### src/rtl/cordic_share_ctrl.sv
// cordic_share_ctrl
//   Shares one iterative CORDIC cosine core between two requesters using a
//   round-robin arbiter. An operation loads the core (core_aclr), enables it
//   for ITERS cycles (core_clk_en), then captures core_result. The result is
//   returned to the owning requester with a one-cycle done pulse.
// Ports
//   clock, aclr                   clock, synchronous active-high reset
//   start0/1, dataa0/1            request pulse and 32-bit FP operand
//   busy0/1                       request pending or in flight
//   done0/1, result0/1            one-cycle completion pulse, held result
//   core_aclr, core_clk_en        core load strobe and iteration enable
//   core_dataa, core_result       operand to / result from the core
module cordic_share_ctrl #(
  parameter int unsigned ITERS = 16,
  parameter int unsigned CNT_W = 5
) (
  input  logic        clock,
  input  logic        aclr,
  input  logic        start0,
  input  logic [31:0] dataa0,
  output logic        busy0,
  output logic        done0,
  output logic [31:0] result0,
  input  logic        start1,
  input  logic [31:0] dataa1,
  output logic        busy1,
  output logic        done1,
  output logic [31:0] result1,
  output logic        core_aclr,
  output logic        core_clk_en,
  output logic [31:0] core_dataa,
  input  logic [31:0] core_result
);

  typedef enum logic [1:0] {IDLE, LOAD, RUN, CAPT} state_t;

  localparam logic [CNT_W-1:0] CNT_LAST = CNT_W'(ITERS - 1);

  state_t      state, state_nxt;
  logic        pending0, pending1;
  logic        grant, last;
  logic [CNT_W-1:0] cnt;
  logic [31:0] op0, op1;
  logic        done0_q, done1_q;
  logic [31:0] res0_q, res1_q;

  always_ff @(posedge clock) begin
    if (aclr) state <= IDLE;
    else      state <= state_nxt;
  end

  always_comb begin
    state_nxt = state;
    case (state)
      IDLE: if (pending0 || pending1) state_nxt = LOAD;
      LOAD: state_nxt = RUN;
      RUN:  if (cnt == CNT_LAST) state_nxt = CAPT;
      CAPT: state_nxt = IDLE;
      default: state_nxt = IDLE;
    endcase
  end

  always_ff @(posedge clock) begin
    if (aclr) begin
      pending0 <= 1'b0;
      pending1 <= 1'b0;
      op0      <= '0;
      op1      <= '0;
      grant    <= 1'b0;
      last     <= 1'b1;
      cnt      <= '0;
      done0_q  <= 1'b0;
      done1_q  <= 1'b0;
      res0_q   <= '0;
      res1_q   <= '0;
    end else begin
      done0_q <= (state == CAPT) && !grant;
      done1_q <= (state == CAPT) && grant;

      // The CAPT clear takes priority, so a start in that cycle is dropped.
      if ((state == CAPT) && !grant) pending0 <= 1'b0;
      else if (start0 && !pending0) begin
        pending0 <= 1'b1;
        op0      <= dataa0;
      end

      if ((state == CAPT) && grant) pending1 <= 1'b0;
      else if (start1 && !pending1) begin
        pending1 <= 1'b1;
        op1      <= dataa1;
      end

      case (state)
        IDLE: if (pending0 || pending1) grant <= (pending0 && pending1) ? ~last : pending1;
        LOAD: cnt <= '0;
        RUN:  cnt <= cnt + 1'b1;
        CAPT: begin
          if (grant) res1_q <= core_result;
          else       res0_q <= core_result;
          last <= grant;
        end
        default: ;
      endcase
    end
  end

  // Reset is synchronous, so the registered state can still read LOAD/RUN
  // during an aclr cycle; gating keeps the outputs quiet for that cycle.
  always_comb begin
    core_aclr   = aclr | (state == LOAD);
    core_clk_en = ~aclr & (state == RUN);
    core_dataa  = '0;
    if (!aclr && (state == LOAD || state == RUN))
      core_dataa = grant ? op1 : op0;
    busy0   = ~aclr & pending0;
    busy1   = ~aclr & pending1;
    done0   = ~aclr & done0_q;
    done1   = ~aclr & done1_q;
    result0 = aclr ? '0 : res0_q;
    result1 = aclr ? '0 : res1_q;
  end

endmodule

### config.mk
export PLATFORM = sky130hd
export DESIGN_NAME = cordic_share_ctrl
export DESIGN_NICKNAME = d
export VERILOG_FILES = /design/src/rtl/cordic_share_ctrl.sv
export SDC_FILE = /design/constraint.sdc
export NUM_CORES = 1
export LEC_CHECK = 0
export ABC_AREA = 0
export CORE_ASPECT_RATIO = 0.8
export CORE_MARGIN = 3
export CORE_UTILIZATION = 35
export DETAILED_ROUTE_END_ITERATION = 12
export REMOVE_ABC_BUFFERS = 1
export SETUP_SLACK_MARGIN = 0.02
export SYNTH_ARGS = -nofsm -noshare
export SYNTH_HDL_FRONTEND = slang
export SYNTH_SLANG_ARGS = --single-unit
### constraint.sdc
create_clock -name clock -period 3.3 [get_ports clock]
set_input_delay 0.99 -clock clock [delete_from_list [all_inputs] [get_ports clock]]
set_output_delay 0.99 -clock clock [all_outputs]
set_load 0.02 [all_outputs]
==> results.sh, run 1 <==
export IMPL_antennaDiodeCount=0
export IMPL_port_buffers=201
export IMPL_max_slew_margin_rel_pct=23.16
export IMPL_mostFrequentLayoutCells="clkdlybuf4s50_1 (166), dfxtp_1 (140), nor2b_1 (70)"
export IMPL_gr_total_overflow=0
export IMPL_synth_ff_type="dfxtp_1"
export IMPL_vdd_drop_max_mv=0.4318
export IMPL_place_hpwl_um=13010
export IMPL_rsz0062_at_grt="false"
export IMPL_wirelength_um=19710
export IMPL_final_antenna_net_count=0
export IMPL_end_kind="primary output"
export IMPL_start_kind="primary input"
export IMPL_first_iter_violations=321
export IMPL_layout_commonest_cell="clkdlybuf4s50_1"
export IMPL_grt_pass1_vias=5761
export IMPL_firstDrtPassIters=4
export IMPL_crit_required_ns=2.31
export IMPL_clock_sinks=141
export IMPL_multi_input_area_sq_um=2800
export IMPL_area_growth_pct=44.58
export IMPL_cts_buffers=17
export IMPL_ff2ff_path_depth=6
export IMPL_ys_warn_count=0
export IMPL_worstPathArrival_ns=2.24
export IMPL_fin_util_pct=51.91
export IMPL_rows=42
export IMPL_cts_tree="done"
export IMPL_powerDensity_nw_per_um2=539.5
export IMPL_p_leak_nw=3.305
export IMPL_finalClockSkew_ns=0.009221
export IMPL_htreeDepth=4
export IMPL_fmax_ghz=0.3099
export IMPL_post_route_drc_count=0
export IMPL_synth_edf_count=0
export IMPL_setup_viol=0
export IMPL_die_h_um=122.9
export IMPL_hold_depth=1
export IMPL_report_final_slew_viol_count=0
export IMPL_grt_max_degree=43
export IMPL_antenna_found_initial=1
export IMPL_synth_cell_types=33
export IMPL_routedWlPerCell_um=18.52
export IMPL_synthCells=653
export IMPL_die_w_um=152.2
export IMPL_seq_area_sq_um=2824
export IMPL_synth_seq_area_share_pct=47.20
export IMPL_nets=938
export IMPL_outcome="finished, final reports clean"
export IMPL_root_buffer="clkbuf_16"
export IMPL_crit_type="in2out"
export IMPL_hp_class="reg2reg"
export IMPL_num_vias=5552
export IMPL_hold_viol=0
export IMPL_place_gp_congestion=0.8634
export IMPL_drive_above_1_share_pct=8.057
export IMPL_worst_path_max_fanout=20
export IMPL_clock_latency_ns=0.42
export IMPL_routed_via_density=5.218
export IMPL_grt_use_total_pct=20.56
export IMPL_die_area_sq_um=18700
export IMPL_fillers=1526
export IMPL_avgSynthCellArea_sq_um=9.159
export IMPL_cts_path_max_buffers=2
export IMPL_pin_count=202
export IMPL_min_period_ns=3.227
export IMPL_drv_cap=0
export IMPL_initial_core_util_pct=35.90
export IMPL_fin_crit_sh_pct=97.79
export IMPL_syn_area_sq_um=5981
export IMPL_worstMarginPinSlew_ns=1.153
export IMPL_synth_seq_cells=141
export IMPL_tns_ns=0
export IMPL_synthArstFlopShare_pct=0
export IMPL_grt_pass1_wl_um=30570
export IMPL_cts_clk_slew_worst_paths_ns=0.06
export IMPL_coreArea_sq_um=16660
power breakdown:
part	internal (mW)	switching [mW]	leakage (nW)
sequential	1.82	0.0755	1.15
clock	1.11	0.721	0.280
combinational	0.423	0.516	1.88
sequential cells by signal, summed over array words and instances, names as in the netlist, 2 cells and up:
signal	flops
res0_q	32
res1_q	32
op0	32
cnt	5
op1	32
state	2
stage by stage:
step	setup slack, ns	hold WS (ns)	power, mW	std cells	instance area (sq um)
finish	0.07288	0.4654	4.665	1064	8647
global route	0.03079	0.4769	4.871	1064	8647
CTS	0.06236	0.4689	4.698	1064	8630
detailed placement	-0.004294	0.4473	2.864	1032	8094
global placement	0.03508	0.4488	2.843	1032	8094
floorplan	0.1549	0.4347	2.386	589	5628
critical path: stages:
cell and delay, ns:
buf_4 0.14, buf_4 0.21, or2_2 0.32, clkdlybuf4s50_1 0.57
logic make-up after synthesis:
logic type                 after synthesis  share of synthesized area (%)
adders and majority gates                7                          1.464
buffers and inverters                   70                          6.276
muxes                                   33                          5.523
AOI/OAI and AO/OA                      204                          21.34
and+or+nand+nor                        198                          18.20
DFF                                    141                          47.20
cell usage after synthesis, drive strengths merged (6+ instances only):
| library cell | instances | area (sq um) |
|---|---|---|
| dfxtp | 141 | 2823 |
| clkbuf | 21 | 78.83 |
| mux2i | 33 | 330.3 |
| ha | 7 | 87.58 |
| nor2 | 39 | 183.9 |
| nor2b | 73 | 459.2 |
| inv | 6 | 22.52 |
| nand3 | 67 | 335.3 |
| buf | 43 | 274.0 |
| nand2 | 7 | 28.78 |
| a21oi | 67 | 335.3 |
| o21ai | 67 | 335.3 |
| a22o | 64 | 560.5 |
metal layers:
| layer | track usage, % | routed length (um) | up-vias |
|---|---|---|---|
| met3 | 8.677 | 2064 | 31 |
| met4 | 7.973 | 391 | 2 |
| met5 | 0 | 13 | - |
| met2 | 32.30 | 8630 | 245 |
| li1 | - | - | 2661 |
| met1 | 25.32 | 8611 | 2613 |
final cells by class:
cell class,count,share of cell area [%]
repair buffers,223,24.90
clock buffers,21,5.556
inverters,6,0.2605
well taps,220,3.183
clock inverters,11,1.056
flip-flops and latches,141,32.66
multi-input cells,442,32.38
timing repair:
action | in CTS | in global routing
buffers inserted | 0 | 0
endpoints found under the setup margin | 31 | 22
resized for setup | 32 | 5
cloned | 0 | 0
hold buffers | 0 | 0
path summary, 6_finish.rpt:
| path | from | endpoint | slack (ns) |
|---|---|---|---|
| min reg2reg | res1_q[18] | res1_q[18] | 0.47 |
| max | aclr | core_aclr | 0.07 |
| max reg2reg | grant | op1[13] | 0.83 |
| min | res1_q[18] | res1_q[18] | 0.47 |
(Power assumes the default switching activity.)
==> run 2: changes to the inputs <==
Settings changed: CORE_UTILIZATION 35 to 45, PLACE_DENSITY from default to 0.79.
==> results.sh, run 2 (synthesis results as in run 1) <==
export IMPL_report_final_slew_viol_count=0
export IMPL_firstDrtPassIters=6
export IMPL_area_growth_pct=43.95
export IMPL_cts_clk_slew_worst_paths_ns=0.06
export IMPL_setup_ws_ns=0.07383
export IMPL_outcome="finished, final reports clean"
export IMPL_coreArea_sq_um=12920
export IMPL_grt_max_degree=52
export IMPL_grt_pass1_wl_um=28320
export IMPL_drive_above_1_share_pct=7.041
export IMPL_hp_class="reg2reg"
export IMPL_initial_core_util_pct=46.30
export IMPL_cts_buffers=17
export IMPL_design_area_sq_um=8610
export IMPL_die_h_um=109.1
export IMPL_port_buffers=201
export IMPL_powerDensity_nw_per_um2=553.8
export IMPL_first_iter_violations=402
export IMPL_antenna_found_initial=0
export IMPL_root_buffer="clkbuf_16"
export IMPL_fin_crit_sh_pct=97.76
export IMPL_finalClockSkew_ns=0.008878
export IMPL_p_leak_nw=3.278
export IMPL_htreeDepth=4
export IMPL_clock_latency_ns=0.41
export IMPL_routedWlPerCell_um=18.10
export IMPL_drv_cap=0
export IMPL_setup_viol=0
export IMPL_crit_type="in2out"
export IMPL_max_slew_margin_rel_pct=26.15
export IMPL_num_vias=5619
export IMPL_post_route_drc_count=0
export IMPL_total_power_mw=4.768
export IMPL_cts_tree="done"
export IMPL_wirelength_um=18330
export IMPL_mostFrequentLayoutCells="clkdlybuf4s50_1 (168), dfxtp_1 (140), nor2b_1 (70)"
export IMPL_cp_slowest_cell="clkdlybuf4s50_1"
export IMPL_layout_commonest_cell="clkdlybuf4s50_1"
export IMPL_worstPathArrival_ns=2.24
export IMPL_cts_setup_buffers=0
export IMPL_antennaDiodeCount=0
export IMPL_min_period_ns=3.226
export IMPL_nets=934
export IMPL_postPlaceCellArea_sq_um=8048
export IMPL_fmax_ghz=0.3100
export IMPL_end_kind="primary output"
export IMPL_pin_count=202
export IMPL_rsz0062_at_grt="false"
export IMPL_path_common_cell="buf_4"
export IMPL_cp_cell_sequence="buf_4 > buf_4 > nor2b_1 > clkdlybuf4s50_1"
export IMPL_clock_sinks=141
export IMPL_cts_path_max_buffers=2
export IMPL_grt_pass1_vias=5569
export IMPL_vdd_drop_max_mv=0.3434
export IMPL_holdBufCountCts=0
export IMPL_rows=37
export IMPL_crit_required_ns=2.31
export IMPL_die_area_sq_um=14720
export IMPL_place_gp_congestion=0.8314
export IMPL_worstMarginPinSlew_ns=1.108
export IMPL_routed_via_density=5.547
export IMPL_start_kind="primary input"
export IMPL_max_stage_delay_ns=0.64
export IMPL_tns_ns=0
export IMPL_final_antenna_net_count=0
export IMPL_worst_path_max_fanout=34
export IMPL_gr_total_overflow=0
export IMPL_postCtsResizedCells=32
export IMPL_place_hpwl_um=12030
export IMPL_grt_use_total_pct=23.98
export IMPL_hold_viol=0
export IMPL_die_w_um=134.9
export IMPL_dp_slack_ns=0.01633
export IMPL_whs_ns=0.4686
run 2: worst paths after layout:
path	startpoint	end	slack [ns]	cells past startpoint
worst max-delay path	aclr	result1[20]	0.07	4
worst min-delay path	res1_q[10]	res1_q[10]	0.47	1
worst max register to register	grant	res1_q[19]	1.10	5
worst min register to register	res1_q[10]	res1_q[10]	0.47	1
run 2: cell type report:
cell class / count / area, sq um
fill: 969 / 4307
inverter: 6 / 22.52
timing repair buffer: 219 / 2155
sequential: 141 / 2824
clock inverter: 12 / 172.7
tap: 175 / 219.0
multi-input combinational: 442 / 2788
clock buffer: 18 / 429.2
run 2: through the flow:
stage	util, %	instances
3_3_place_gp	62.31	983
3_5_place_dp	62.31	983
5_1_grt	66.66	1013
6_report	66.66	1013
2_1_floorplan	-	589
4_1_cts	66.66	1013
run 2: worst max-delay path, delay by kind of cell:
family,cells,cell delay (ns)
buffers and inverters,3,1.01
AND/OR/NAND/NOR,1,0.21
run 2: power by group:
part	total [mW]	leakage, nW	internal (mW)	switching, mW
registers	1.90	1.15	1.82	0.0815
logic	0.899	1.84	0.408	0.491
clock network	1.97	0.291	1.25	0.713
run 2: metal layers:
layer  share of wire, %  wire length, um  up-vias  track usage (%)
met4                1.9              345        0            8.648
met5                  0                0        -                0
met1                 44             7981     2655            30.82
li1                   -                -     2645                -
met2                 45             8195      288            38.19
met3                9.9             1811       31            7.565
==> run 3: changes to the inputs <==
Clock period 3.3 ns to 3.5 ns, I/O delays scaled along.
==> results.sh, run 3 (synthesis results as in run 1) <==
export IMPL_outcome="finished, final reports clean"
export IMPL_fmax_ghz=0.3005
export IMPL_die_h_um=109.1
export IMPL_placed_cells=980
export IMPL_layout_commonest_cell="clkdlybuf4s50_1"
export IMPL_die_w_um=134.9
export IMPL_place_hpwl_um=12110
export IMPL_drv_cap=0
export IMPL_min_period_ns=3.328
export IMPL_hold_viol=0
export IMPL_end_kind="primary output"
export IMPL_grt_pass1_vias=5716
export IMPL_gr_total_overflow=0
export IMPL_cts_clk_slew_worst_paths_ns=0.06
export IMPL_antenna_found_initial=0
export IMPL_final_antenna_net_count=0
export IMPL_dp_slack_ns=0.008839
export IMPL_clock_sinks=141
export IMPL_holdBufCountCts=0
export IMPL_crit_type="in2out"
export IMPL_htreeDepth=4
export IMPL_die_area_sq_um=14720
export IMPL_place_gp_congestion=0.8402
export IMPL_firstDrtPassIters=5
export IMPL_start_kind="primary input"
export IMPL_root_buffer="clkbuf_16"
export IMPL_hp_start="res1_q[8]"
export IMPL_worst_path_max_fanout=10
export IMPL_seq_area_sq_um=2824
export IMPL_drive_above_1_share_pct=7.057
export IMPL_report_final_slew_viol_count=0
export IMPL_fin_util_pct=67.52
export IMPL_tns_ns=0
export IMPL_fin_cells=1011
export IMPL_initial_core_util_pct=46.30
export IMPL_routed_via_density=5.539
export IMPL_cts_tree="done"
export IMPL_cts_path_max_buffers=2
export IMPL_powerDensity_nw_per_um2=522.3
export IMPL_area_growth_pct=45.82
export IMPL_multi_input_area_sq_um=2790
export IMPL_postPlaceCellArea_sq_um=8013
export IMPL_design_area_sq_um=8721
export IMPL_critPathLaunch="aclr"
export IMPL_fin_crit_sh_pct=95.09
export IMPL_hp_class="reg2reg"
export IMPL_max_slew_margin_rel_pct=24.29
export IMPL_routedWlPerCell_um=18.32
export IMPL_num_vias=5600
export IMPL_cts_buffers=17
export IMPL_pin_count=202
export IMPL_vdd_drop_max_mv=0.3607
export IMPL_antennaDiodeCount=0
export IMPL_finalClockSkew_ns=0.01126
export IMPL_post_route_drc_count=0
export IMPL_grt_use_total_pct=24.22
export IMPL_setup_ws_ns=0.1720
export IMPL_port_buffers=201
export IMPL_p_leak_nw=3.687
export IMPL_first_iter_violations=453
export IMPL_wirelength_um=18520
export IMPL_clock_latency_ns=0.41
export IMPL_nets=931
export IMPL_grt_pass1_wl_um=28520
export IMPL_worstMarginPinSlew_ns=1.136
export IMPL_rows=37
export IMPL_worstPathArrival_ns=2.28
export IMPL_reg2reg_from="grant"
export IMPL_coreArea_sq_um=12920
export IMPL_crit_required_ns=2.45
export IMPL_rsz0062_at_grt="false"
export IMPL_fillers=962
export IMPL_setup_viol=0
export IMPL_grt_max_degree=57
export IMPL_mostFrequentLayoutCells="clkdlybuf4s50_1 (169), dfxtp_1 (140), nor2b_1 (70)"
run 3: changes by cell type in the layout (fill, tap and decap cells not counted), sizes merged:
cell / change
clkbuf: +2
clkinvlp: -1
dlymetal6s2s: +30
buf: -3
clkdlybuf4s50: +1
dlygate4sd2: -31
run 3: final timing paths:
kind,end,cells past startpoint,slack [ns]
max reg2reg,res1_q[14],5,1.35
max,core_dataa[8],4,0.17
min reg2reg,res1_q[8],1,0.46
min,res1_q[8],1,0.46
run 3: stage by stage:
stage	hold WS, ns	power (mW)
5_1_grt	0.4849	4.712
6_report	0.4647	4.555
4_1_cts	0.4685	4.574
2_1_floorplan	0.4347	2.249
3_5_place_dp	0.4482	2.671
3_3_place_gp	0.4483	2.645
run 3: routing by layer:
layer,vias to the layer above,routed length [um],share of wire [%],global-route usage (%)
li1,2649,-,-,-
met1,2655,8024,43,30.15
met2,264,8502,46,40.44
met3,32,1649,8.9,7.242
met4,0,344,1.9,8.067
met5,-,0,0,0
run 3: area by class of cell:
class / instances / share of cell area, %
Sequential cell: 141 / 32.38
Inverter: 6 / 0.2582
Clock buffer: 20 / 5.352
Multi-Input combinational cell: 442 / 31.99
Tap cell: 175 / 2.511
Timing Repair Buffer: 216 / 25.61
Clock inverter: 11 / 1.894
run 3: critical path, cell delays in order:
cell and delay (ns):
buf_4 0.16, nand2b_1 0.23, nor2_1 0.19, clkdlybuf4s50_1 0.63
run 3: timing repair:
action / CTS / global route
resized for setup: 1 / 31
setup endpoints to repair: 1 / 30
buffers inserted: 0 / 0
gates cloned: 0 / 0
run 3: power by group:
| group | switching [mW] | total, mW | internal [mW] |
|---|---|---|---|
| combinational | 0.472 | 0.861 | 0.388 |
| sequential | 0.0646 | 1.78 | 1.72 |
| clock | 0.669 | 1.91 | 1.24 |
| total | 1.21 | 4.56 | 3.35 |
